File: config.mk
export PLATFORM = sky130hd
export DESIGN_NAME = sprite_turn_scheduler
export DESIGN_NICKNAME = d
export VERILOG_FILES = /design/src/rtl/sprite_turn_scheduler.sv
export SDC_FILE = /design/constraint.sdc
export NUM_CORES = 1
export LEC_CHECK = 0
export CAP_MARGIN = 20
export CORE_AREA = 2 2 105 184
export DETAILED_ROUTE_END_ITERATION = 7
export DIE_AREA = 0 0 107 186
export PLACE_DENSITY = 0.5
export SYNTH_ARGS = -nofsm -noshare
export SYNTH_HDL_FRONTEND = slang
export SYNTH_SLANG_ARGS = --single-unit
File: constraint.sdc
create_clock -name clk -period 10 [get_ports clk]
set_input_delay 3 -clock clk [delete_from_list [all_inputs] [get_ports clk]]
set_output_delay 3 -clock clk [all_outputs]
set_load 0.005 [all_outputs]
File: src/rtl/sprite_turn_scheduler.sv
// Turn-based movement controller for the four board sprites: dice-granted step
// budget, one grid step per button press, position commits only at frame_end.
module sprite_turn_scheduler #(
  parameter int GRID      = 20,
  parameter int X_MIN     = 10,
  parameter int X_MAX     = 630,
  parameter int Y_MIN     = 10,
  parameter int Y_MAX     = 470,
  parameter int MAX_STEPS = 12,
  parameter int P0_X      = 95,
  parameter int P0_Y      = 85,
  parameter int P1_X      = 400,
  parameter int P1_Y      = 400,
  parameter int P2_X      = 510,
  parameter int P2_Y      = 85,
  parameter int P3_X      = 320,
  parameter int P3_Y      = 200
) (
  input  logic        clk,
  input  logic        reset,
  input  logic        frame_end,
  input  logic        btn_up,
  input  logic        btn_down,
  input  logic        btn_left,
  input  logic        btn_right,
  input  logic        roll_valid,
  input  logic [3:0]  roll_value,
  input  logic        end_turn,
  output logic [39:0] pos_x,
  output logic [39:0] pos_y,
  output logic [1:0]  active_player,
  output logic [3:0]  steps_left,
  output logic        turn_active,
  output logic        turn_done
);

  typedef enum logic [1:0] {IDLE, MOVE, COMMIT, DONE} state_t;

  state_t      state, state_next;
  logic [3:0]  btn, btn_q, press;
  logic [9:0]  px [4];
  logic [9:0]  py [4];
  logic [9:0]  cur_x, cur_y;
  logic [10:0] target;
  logic        target_y, in_range, target_ok;
  logic [9:0]  pend;
  logic        pend_y;
  logic [3:0]  roll_clamped;

  assign btn   = {btn_up, btn_down, btn_left, btn_right};
  assign press = btn & ~btn_q;
  assign cur_x = px[active_player];
  assign cur_y = py[active_player];
  assign pos_x = {px[3], px[2], px[1], px[0]};
  assign pos_y = {py[3], py[2], py[1], py[0]};

  assign roll_clamped = (roll_value > 4'(MAX_STEPS)) ? 4'(MAX_STEPS) : roll_value;

  // A step below zero wraps to >= 2028 in 11 bits, so the MAX bound rejects it too.
  always_comb begin
    target   = {1'b0, cur_x} + 11'(GRID);
    target_y = 1'b0;
    if (press[3]) begin
      target   = {1'b0, cur_y} - 11'(GRID);
      target_y = 1'b1;
    end else if (press[2]) begin
      target   = {1'b0, cur_y} + 11'(GRID);
      target_y = 1'b1;
    end else if (press[1]) begin
      target   = {1'b0, cur_x} - 11'(GRID);
    end
    in_range = 1'b0;
    if (target_y)
      in_range = (target >= 11'(Y_MIN)) && (target <= 11'(Y_MAX));
    else
      in_range = (target >= 11'(X_MIN)) && (target <= 11'(X_MAX));
    target_ok = (|press) && in_range;
  end

  always_comb begin
    state_next = state;
    case (state)
      IDLE:   if (roll_valid) state_next = (roll_clamped == 4'd0) ? DONE : MOVE;
      MOVE:   if (end_turn) state_next = DONE;
              else if (target_ok) state_next = COMMIT;
      COMMIT: if (frame_end) state_next = (steps_left == 4'd1) ? DONE : MOVE;
      DONE:   state_next = IDLE;
      default: state_next = IDLE;
    endcase
  end

  always_ff @(posedge clk) begin
    if (reset) begin
      state         <= IDLE;
      btn_q         <= '0;
      active_player <= '0;
      steps_left    <= '0;
      turn_active   <= 1'b0;
      turn_done     <= 1'b0;
      pend          <= '0;
      pend_y        <= 1'b0;
      px[0] <= 10'(P0_X);  py[0] <= 10'(P0_Y);
      px[1] <= 10'(P1_X);  py[1] <= 10'(P1_Y);
      px[2] <= 10'(P2_X);  py[2] <= 10'(P2_Y);
      px[3] <= 10'(P3_X);  py[3] <= 10'(P3_Y);
    end else begin
      state       <= state_next;
      btn_q       <= btn;
      // Flags follow the next state so they line up with the state register.
      turn_active <= (state_next == MOVE) || (state_next == COMMIT);
      turn_done   <= (state_next == DONE);
      case (state)
        IDLE: if (roll_valid) steps_left <= roll_clamped;
        MOVE: if (!end_turn && target_ok) begin
          pend   <= target[9:0];
          pend_y <= target_y;
        end
        COMMIT: if (frame_end) begin
          if (pend_y) py[active_player] <= pend;
          else        px[active_player] <= pend;
          steps_left <= steps_left - 4'd1;
        end
        DONE: begin
          steps_left    <= '0;
          active_player <= active_player + 2'd1;
        end
        default: ;
      endcase
    end
  end

endmodule

# Yosys cells after proc, flatten, opt, wreduce, memory -nomap -nowiden
# Memories as Yosys holds them, arrays and structs flattened. A register that Yosys moved wholly into a read port is not among the register bits.
# Cells that the tools add are included.
# op_classes
eq_ne,9
reduce_logical,14
n_mul,0
addsub,6
mux,39
div,0
order_cmp,4
n_shift,0
bitwise,2
# op_table
cell,count
$mux W11,3
$mux W2,12
$add A10 B5 Y11 const B,2
$sub A10 B5 Y11 const B,2
$mux W10,2
$reduce_or A10 Y1,2
$mux W1,17
$mux W4,3
$pmux W4 S3,1
$ge A11 B4 Y1 const B,1
$le A11 B10 Y1 const B,1
$le A11 B9 Y1 const B,1
$eq A2 B2 Y1 const B,4
$pmux W2 S4,1
$and A4 B4 Y4,1
$eq A2 B1 Y1 const B,2
$eq A4 B1 Y1 const B,1
$gt A4 B4 Y1 const B,1
$logic_and A1 B1 Y1,4
$logic_not A4 Y1,1
$ne A2 B2 Y1 const B,2
$not A4 Y4,1
$reduce_or A4 Y1,1
$sub A4 B1 Y4 const B,1
other kinds (7),7
# word_totals
n_memories,2
word_cells,84
input_bits,13
rom_bits,0
ff_bits,25
ramBits,80
output_inout_bits,88
latchBits,0
# memory_table
memory,words,word_bits,read_ports,rd_clocked_by_memory_dff,write_ports,line_no,text
px,4,10,5,1,4,41,logic [9:0] px [4];
py,4,10,5,1,4,42,logic [9:0] py [4];

# Longest topological paths before layout
# Gate-level depths: netlist of the first run.
# logic_depth
depth_word,14
ltp_mapped,17

# Least setup slack after synthesis of the first run
# OpenSTA, ideal clock, no wires.
# synth_path
kind,in2reg
from,in btn_left
to,reg turn_active
arrival_time_ns,5.670
n_path_buf,0
setup_ns,0.125
required_time_ns,9.875
cell_stages,14
setup_slack_ns,4.205
cell_sequence,nand2b_1 -> inv_1 -> ha_1 -> a21oi_1 -> o21a_1 -> o31ai_1 -> xor2_1 -> a221o_1 -> a41o_1 -> o21a_1 -> o31ai_1 -> nand2_1 -> ha_1 -> nor2b_1
# synth_via
elab_chain_len,13
elab_cells_between_ends,18
cone_classes,order compare (3); eq/ne (2); mux (7); bitwise (1); reduce/logical (5)
# synth_rtl
item,line_no,text
from (decl),24,"input logic btn_left,"
$and A4 B4 Y4 (*),51,assign press = btn & ~btn_q;
$mux W11,69,end else if (press[1]) begin
$mux W11,66,end else if (press[2]) begin
$mux W11,63,if (press[3]) begin
$ge A11 B4 Y1 (tied with other cells),"74, 76",
$logic_and A1 B1 Y1 (on tied branches),"76, 74",
$mux W1,73,if (target_y)
$logic_and A1 B1 Y1 (*),77,target_ok = (|press) && in_range;
$mux W2 (*),85,else if (target_ok) state_next = COMMIT;
$mux W2 (*),84,MOVE: if (end_turn) state_next = DONE;
$pmux W2 S4 (*),82,case (state)
named net state_next[0],39,"state_t state, state_next;"
$eq A2 B1 Y1 / $eq A2 B2 Y1 (equally long branches),110,turn_active <= (state_next == MOVE) || (state_next == COMMIT);
$logic_or A1 B1 Y1 (*),110,
to (signal assigned),110,
to (decl),33,"output logic turn_active,"
# The timed path passes the listed nets; every way through them passes the cells marked *.
# A chain may end at the register's enable or synchronous reset.

# Final worst setup path of the first run
# Ends and elaborated chain as after synthesis.

==> results of run 1 <==
[final cells by class]
type / count / area (sq um)
clock buffer: 9 / 225.2
clock inverter: 7 / 67.56
fill: 1801 / 11220
inverter: 16 / 60.06
multi-input combinational: 324 / 2521
sequential: 107 / 2943
tap: 238 / 297.8
timing repair buffer: 110 / 1076
[flip-flops by register name, indices dropped and copies added (netlist names), named ones only]
register       count
px                40
py                40
pend              10
btn_q              4
steps_left         4
active_player      2
state              2
pend_y             1
turn_active        1
turn_done          1
[routing by layer]
layer  wire length, um  vias to the layer above  GRT usage (%)
li1                  -                     1956              -
met1              6837                     2140          20.72
met2              9847                      121          34.06
met3               470                       18          2.101
met4               310                        0          5.506
met5                 0                        -              0
[critical path, delay by kind of cell]
family          cells  cell delay (ps)
compound gates      7             1690
fa+ha+maj           2              690
buf+inv             2              630
simple gates        3              440
xor+xnor            1              160
[logic make-up after synthesis]
logic type,count (synthesis)
multiplexers,25
adder cells (fa/ha/maj),13
buffers and inverters,38
XOR/XNOR,13
flip-flops,107
AND/OR/NAND/NOR,182
AO/OA/AOI/OAI,91
[power by group]
part / switching, mW / leakage [nW] / total, mW / internal (mW)
combinational: 0.0904 / 1.28 / 0.163 / 0.0728
clock: 0.165 / 0.143 / 0.359 / 0.194
sequential: 0.0204 / 0.932 / 0.512 / 0.492
[final timing paths]
kind,startpoint,endpoint,slack (ps),depth (start not counted)
hold / removal,steps_left[0],steps_left[0],570,2
setup reg to reg,flop,turn_active,5130,15
setup / recovery,btn_left,turn_active,3620,15
hold reg to reg,steps_left[0],steps_left[0],570,2
[placed cells by master (no fill, tap or decap), types with 13 or more instances in the layout]
cell	n
clkdlybuf4s50_1	100
edfxtp_1	80
and2_1	42
nor2_1	32
dfxtp_1	27
nand2b_1	23
mux4_2	20
or3_1	18
nand2_1	17
inv_1	16
nor2b_1	15
a21oi_1	13
[stage by stage]
stage	utilization, %	setup WS, ps	power [mW]	hold WS, ps	cell area, sq um
finish	39.05	3619	1.034	571.0	7191
global route	39.05	3424	1.075	606.4	7191
CTS	39.01	3715	1.040	577.0	7183
detailed placement	37.42	3389	0.6836	565.3	6890
global placement	37.38	3500	0.6816	558.9	6883
floorplan	-	4205	0.6163	493.2	5630
==> metrics.txt, run 1 <==
YS warnings 0; sequential area share after synthesis 52.27%; first-pass GRT wire length 26.21 mm; hold crit path type flop to flop; total negative slack 0 ps; later-pin clock latency in the skew report 350 ps; Routed WL per cell 21.54 um; # resized after CTS 0; Slew @ Worst Pin 909.0 ps; Syn Std Cell Area 5630 sq um; CP peak stage delay 430 ps; Static Leakage ~2.4 nW; Synth Area per Inst 12.01 sq um; Post-synth EDFFs 80; synth top area cells edfxtp_1 (43%), dfxtp_1 (9.6%), mux4_2 (8.0%), and2_1 (4.7%), ha_1 (2.7%); initial DRC count 202; CTS tree done; max-cap violations 0; Yosys top cell area share between 40% and 50%; Initial Utilization 30.57%; initial antenna violation count 0; Tmin final around 6400 ps; critical path type input port to flop; share of layout cells above drive strength 1 10.65%; Critical Path End Type flop; final worst path period share 63.81%; Clock transition at path regs 70 ps; Fmax 156.7 MHz; Setup violations, final 0; Final Hold Fails 0; antenna cells 0; routability cong. 0.8995; worst-path cell chain clkdlybuf4s50_1 -> nand2b_1 -> inv_1 -> ha_1 -> a21oi_1 -> o21a_1 -> o31ai_1 -> xor2_1 -> a221o_1 -> a41o_1 -> o21a_1 -> o31ai_1 -> nand2_1 -> ha_1 -> nor2b_1; startpoint type of the worst setup path input port; Remaining DRCs 0; post-synth net total 495; Synth area leader edfxtp_1; Die X 107 um; core area around 18000 sq um; largest net degree at the start of global routing slightly above 40; IO Port Bufs 100; Post-Synth Simple-Gate Area 18.31%; synthesis-stage register bit count 107; Antenna Nets Post-Route 0; Via density ~5.2; Root Buffer clkbuf_16; die area 19900 sq um; Finished Layout Cells 811; RSZ-0062 raised after global routing no; Async S/R FF share, synth 0%; clock skew 9.315 ps; PwrDens 143.8 nW/um^2; GRT Resource Usage Total 17.93%; maximum vdd drop about 0.000066 V; hpwl dp 13.11 mm; post-synthesis xor/xnor area fraction 2.022%; top-count cell post-synth edfxtp_1; std cell rows 66; post-synthesis mux area share under 10%; Mapped Cells 469; cts hold-fix bufs 0; placed insts 794; vias roughly 4200; H-tree depth 3; status completed; Max clock buf depth 2; Num Clock Sinks 107; Setup Fix Bufs, Post-CTS 0; total grt overflow 0; post-synthesis compound-gate area fraction 12.36%; crit-path max FO 6; largest family of logic cells by synthesized area simple AND/OR/NAND/NOR gates; total CTS buffers 9; WP data required 10220 ps; top post-synthesis cells by count edfxtp_1 (80), and2_1 (42), nor2_1 (32), dfxtp_1 (27), nand2b_1 (23); vias in the first global route around 4300; Synth Area in Adders just over 3%; fin. max-slew vios 0; # nets final 594; Top Ports slightly above 100; WL final around 17 mm; Syn-to-layout area delta 27.71%; WP data arrival 6600 ps; normalized max-slew margin 39.32%; Yosys cell types 64; slowest CP cell clkdlybuf4s50_1; DR pass1 iterations 5; die height 186 um; Most used DFF post-synth edfxtp_1
(Power assumes the default switching activity.)
==> inputs of run 2 (changes only) <==
Clock period 10 ns to 5.9 ns, I/O delays scaled along.
==> run 2 against run 1 <==
- routed wire length rose by 0.41%
- combinational power rose by 71%
- clock skew rose by 2.2 ps
- final area barely moved
- worst hold slack got worse by 3.5 ps
- first-iteration DRC count rose by 25%
- clock-buffer cell count rose by 3
- utilization barely moved
- largest cell class unchanged
- largest power group unchanged
- highest routed layer unchanged
==> metrics.txt, run 2 (synthesis gave the netlist of run 1 again) <==
status completed; normalized max-slew margin 30.27% (-9.0 points); hpwl dp 12.95 mm (-1.2%); Critical Path End Type flop; # resized after CTS 0 (unchanged); initial antenna violation count 0 (unchanged); Via density 5.234 (+0.23%); setup slack after placement 411.0 ps (-2978 ps); Internal Power 1.287 mW (+70%); WP data arrival 5470 ps (-1130 ps); Initial Utilization 30.57% (unchanged); DR pass1 iterations 5 (unchanged); GRT Resource Usage Total 17.93% (about the same); initial DRC count 253 (+25%); vias 4250 (+0.35%); PwrDens 243.4 nW/um^2 (+69%); Setup violations, final 0 (unchanged); WL final 17.54 mm (+0.41%); final worst setup slack 645.2 ps (-2974 ps); Setup Fix Bufs, Post-CTS 0 (unchanged); first-pass GRT wire length 26.34 mm (+0.50%); WHS 567.4 ps (-3.522 ps); Worst R2R Path Depth 14 (-1); flop2flop setup slack 1650 ps (-3480 ps); total grt overflow 0 (unchanged); Finished Layout Cells 812 (+0.12%); Fmax ~190 MHz; Clock transition at path regs 70 ps (about the same); total CTS buffers 9 (unchanged); utilization after layout 39.06% (about the same); placed insts 795 (+0.13%); Routed WL per cell 21.60 um (+0.28%); max-cap violations 0 (unchanged); std cell rows 66 (unchanged); Comb power frac 15.9% (about the same); Total Power 1.751 mW (+69%); RSZ-0062 raised after global routing no; crit-path max FO 6 (unchanged); Final Hold Fails 0 (unchanged); IO Port Bufs 100 (unchanged); Die X 107 um (unchanged); Clock power frac 34.6% (about the same); maximum vdd drop 0.0001806 V (+170%); NetSw 463.6 uW (+68%); startpoint type of the worst setup path input port; Static Leakage 2.358 nW (about the same); WP data required 6110 ps (-4110 ps); hold crit path type flop to flop; cts hold-fix bufs 0 (unchanged); Syn-to-layout area delta 27.76% (about the same); # nets final 595 (+0.17%); die area 19900 sq um (unchanged); largest net degree at the start of global routing 41 (unchanged); r2r endpoint turn_active; CTS tree done; part of the power in registers 49.5% (about the same); crit path to turn_active; antenna cells 0 (unchanged); Max clock buf depth 2 (unchanged); Tmin final 5255 ps; Top Ports 101 (unchanged); Critical path origin btn_left; later-pin clock latency in the skew report 350 ps (about the same); clock skew 11.52 ps (+2.203 ps); core area 18420 sq um (unchanged); Root Buffer clkbuf_16; critical path type input port to flop; vias in the first global route 4376 (+0.74%); Num Clock Sinks 107 (unchanged); Largest regs px: 40 flops, py: 40 flops, pend: 10 flops; fin. max-slew vios 0 (unchanged); Antenna Nets Post-Route 0 (unchanged); most common library cell in the layout ignoring fill and taps clkdlybuf4s50_1; final worst path period share 89.06%; Slew @ Worst Pin 1044 ps (+134.8 ps); switch share 26.48% (-0.18 points); H-tree depth 3 (unchanged); die height 186 um (unchanged); total negative slack 0 ps (unchanged); share of layout cells above drive strength 1 10.80% (+0.16 points); DP Area 6898 sq um (+0.11%); most frequent cells in the layout clkdlybuf4s50_1 (100), edfxtp_1 (80), and2_1 (42), nor2_1 (32), dfxtp_1 (27); final instance area 7193 sq um (about the same); Remaining DRCs 0 (unchanged); routability cong. 0.9631 (+7.1%)
## run 2: cell count changes in the layout (fill, tap and decap cells not counted)
cell,before,now
clkinv_4,2,1
clkinv_1,3,0
clkbuf_1,0,3
clkinv_2,0,1
buf_4,10,11
clkinvlp_4,0,1
inv_6,1,0
## run 2: metal layers
metal / vias up / part of all wire (%) / GRT usage (%)
li1: 1956 / - / -
met1: 2118 / 38 / 20.26
met2: 152 / 56 / 34.06
met3: 24 / 4.0 / 2.696
met4: 0 / 1.9 / 5.714
met5: - / 0 / 0
## run 2: worst min-delay path by stage
| stage | cells after the start | startpoint | to |
|---|---|---|---|
| final | 2 | steps_left[0] | steps_left[0] |
| after global routing | 2 | steps_left[1] | steps_left[1] |
| after CTS | 2 | steps_left[0] | steps_left[0] |
| after detailed placement | 2 | steps_left[0] | steps_left[0] |
| after global placement | 2 | steps_left[0] | steps_left[0] |
| after floorplan | 2 | pend[9] | pend[9] |
## run 2: power by group through the flow
stage / Sequential, mW / Combinational (mW) / Clock, mW
finish: 0.866 / 0.279 / 0.606
global route: 0.870 / 0.304 / 0.640
CTS: 0.867 / 0.277 / 0.614
detailed placement: 0.884 / 0.275 / 0
global placement: 0.884 / 0.271 / 0
floorplan: 0.869 / 0.176 / 0
## run 2: worst max-delay path: stages
cell             delay [ps]
clkdlybuf4s50_1         420
nand2b_1                240
inv_1                   190
ha_1                    380
a21oi_1                 240
o21a_1                  150
o31ai_1                  90
xor2_1                  170
a221o_1                 410
a41o_1                  260
o21a_1                  220
o31ai_1                 370
nand2_1                 110
ha_1                    290
nor2b_1                 130
## run 2: cell type report
type | count | area (sq um)
tap | 238 | 297.8
fill | 1777 | 11220
timing repair buffer | 111 | 1084
clock inverter | 4 | 51.30
clock buffer | 12 | 236.5
sequential | 107 | 2943
inverter | 16 | 60.06
multi-input combinational | 324 | 2521
==> inputs of run 3 (changes only) <==
Settings changed: CAP_MARGIN 20 to unset, CORE_AREA 2 2 105 184 to 2 2 104 181, DIE_AREA 0 0 107 186 to 0 0 106 183, PLACE_DENSITY 0.5 to 0.51.
==> run 3 against run 2 <==
- critical path depth unchanged
- worst hold slack got worse by 1.9 ps
- final area is essentially flat
- largest cell class unchanged
- highest routed layer unchanged
- sequential power hardly changed
- utilization rose by 0.95 points
- power shrank 0.90%
- critical path type unchanged
==> metrics.txt, run 3 (synthesis gave the netlist of run 1 again) <==
status completed; Via density 5.202 (-0.62%); r2r endpoint turn_active; PwrDens 241.3 nW/um^2 (-0.86%); Routed WL per cell 21.51 um (-0.40%); GRT Resource Usage Total 18.19% (+0.26 points); WP data required 6110 ps (about the same); total grt overflow 0 (unchanged); total negative slack 0 ps (unchanged); Tmin final 5290 ps (+35.25 ps); hpwl dp 12.90 mm (-0.39%); switch share 26.81% (+0.32 points); Die X 106 um (-0.93%); Comb power frac 16.0% (about the same); Remaining DRCs 0 (unchanged); Largest regs px: 40 flops, py: 40 flops, pend: 10 flops; register area 2943 sq um (unchanged); utilization after layout 40.01% (+0.95 points); crit-path max FO 6 (unchanged); normalized max-slew margin 16.57% (-14 points); H-tree depth 3 (unchanged); Max clock buf depth 2 (unchanged); area of the multi-input gates 2521 sq um (unchanged); first-pass GRT wire length 26.09 mm (-0.97%); Worst R2R Path Depth 14 (unchanged); share of layout cells above drive strength 1 11.15% (+0.35 points); vias 4203 (-1.1%); cts hold-fix bufs 0 (unchanged); DR pass1 iterations 4 (-1); largest net degree at the start of global routing 41 (unchanged); Clock transition at path regs 70 ps (about the same); Syn-to-layout area delta 27.71% (about the same); # nets final 595 (unchanged); fillers 1716 (-3.4%); Fmax 189.0 MHz (-0.67%); Internal Power 1.270 mW (-1.3%); final instance area 7191 sq um (about the same); fin. max-slew vios 0 (unchanged); Num Clock Sinks 107 (unchanged); WP data arrival 5500 ps (+30 ps); Clock power frac 34.1% (-0.5 points); Final Hold Fails 0 (unchanged); later-pin clock latency in the skew report 350 ps (about the same); most common library cell in the layout ignoring fill and taps clkdlybuf4s50_1; Slew @ Worst Pin 1249 ps (+205.2 ps); die height 183 um (-1.6%); initial antenna violation count 0 (unchanged); Antenna Nets Post-Route 0 (unchanged); maximum vdd drop 0.0001280 V (-29%); std cell rows 65 (-1.5%); Hold Path Sink steps_left[0]; NetSw 465.1 uW (+0.32%); vias in the first global route 4377 (+0.023%); # resized after CTS 0 (unchanged); final worst path period share 89.66% (+0.60 points); hold crit path type flop to flop; antenna cells 0 (unchanged); DP Area 6900 sq um (about the same); WL final 17.38 mm (-0.89%); Hold Crit Start steps_left[0]; Initial Utilization 31.33% (+0.75 points); routability cong. 0.8826 (-8.4%); clock skew 12.56 ps (+1.039 ps); flop2flop setup slack 1590 ps (-60 ps); max-cap violations 0 (unchanged); Critical Path End Type flop; Top Ports 101 (unchanged); CTS tree done; die area 19400 sq um (-2.5%); Static Leakage 2.360 nW (+0.11%); Root Buffer clkbuf_16; part of the power in registers 49.9% (+0.4 points); startpoint type of the worst setup path input port; Setup Fix Bufs, Post-CTS 0 (unchanged); most frequent cells in the layout clkdlybuf4s50_1 (100), edfxtp_1 (80), and2_1 (42), nor2_1 (32), dfxtp_1 (27); core area 17970 sq um (-2.4%); initial DRC count 292 (+15%); RSZ-0062 raised after global routing no; worst hold path cell count 2 (unchanged); total CTS buffers 9 (unchanged); Setup violations, final 0 (unchanged); critical path type input port to flop; IO Port Bufs 100 (unchanged)
[run 3: per-layer routing]
layer / global-route usage [%] / part of all wire [%] / vias up
met5: 0 / 0 / -
met4: 5.421 / 1.6 / 0
met3: 2.772 / 3.3 / 17
met2: 35.07 / 57 / 110
met1: 20.27 / 38 / 2121
li1: - / - / 1955
[run 3: worst max path at each step]
stage / from / end / slack (ps)
3_3_place_gp: btn_left / turn_active / 570
3_5_place_dp: btn_left / turn_active / 370
6_report: btn_left / turn_active / 610
5_1_grt: btn_left / turn_active / 530
2_1_floorplan: btn_left / turn_active / 1340
4_1_cts: btn_left / turn_active / 700
[run 3: per-stage QoR]
stage          setup slack, ps  hold slack (ps)  std cells  power, mW
5_1_grt                  529.4            587.6        808      1.806
3_5_place_dp             366.2            559.8        792      1.159
3_3_place_gp             570.2            558.2        792      1.154
6_report                 610.0            565.5        808      1.735
2_1_floorplan             1335            493.2        469      1.044
4_1_cts                  703.4            571.8        808      1.747
[run 3: power by group through the flow]
stage	registers, mW	logic, mW	clock network [mW]
final	0.866	0.278	0.591
after global routing	0.870	0.302	0.634
after CTS	0.867	0.277	0.603
after detailed placement	0.883	0.275	0
after global placement	0.883	0.271	0
after floorplan	0.869	0.176	0
[run 3: layout make-up]
cell class              count  area share (%)
flip-flops and latches    107           40.93
multi-input cells         324           35.06
repair buffers            111           15.07
well taps                 234           4.072
clock buffers              12           3.567
inverters                  16          0.8352
clock inverters             4          0.4698
[run 3: critical path: stages]
cell and delay (ps):
clkdlybuf4s50_1 410, nand2b_1 230, inv_1 190, ha_1 390, a21oi_1 220, o21a_1 160
o31ai_1 100, xor2_1 170, a221o_1 420, a41o_1 260, o21a_1 220, o31ai_1 390
nand2_1 120, ha_1 310, nor2b_1 140
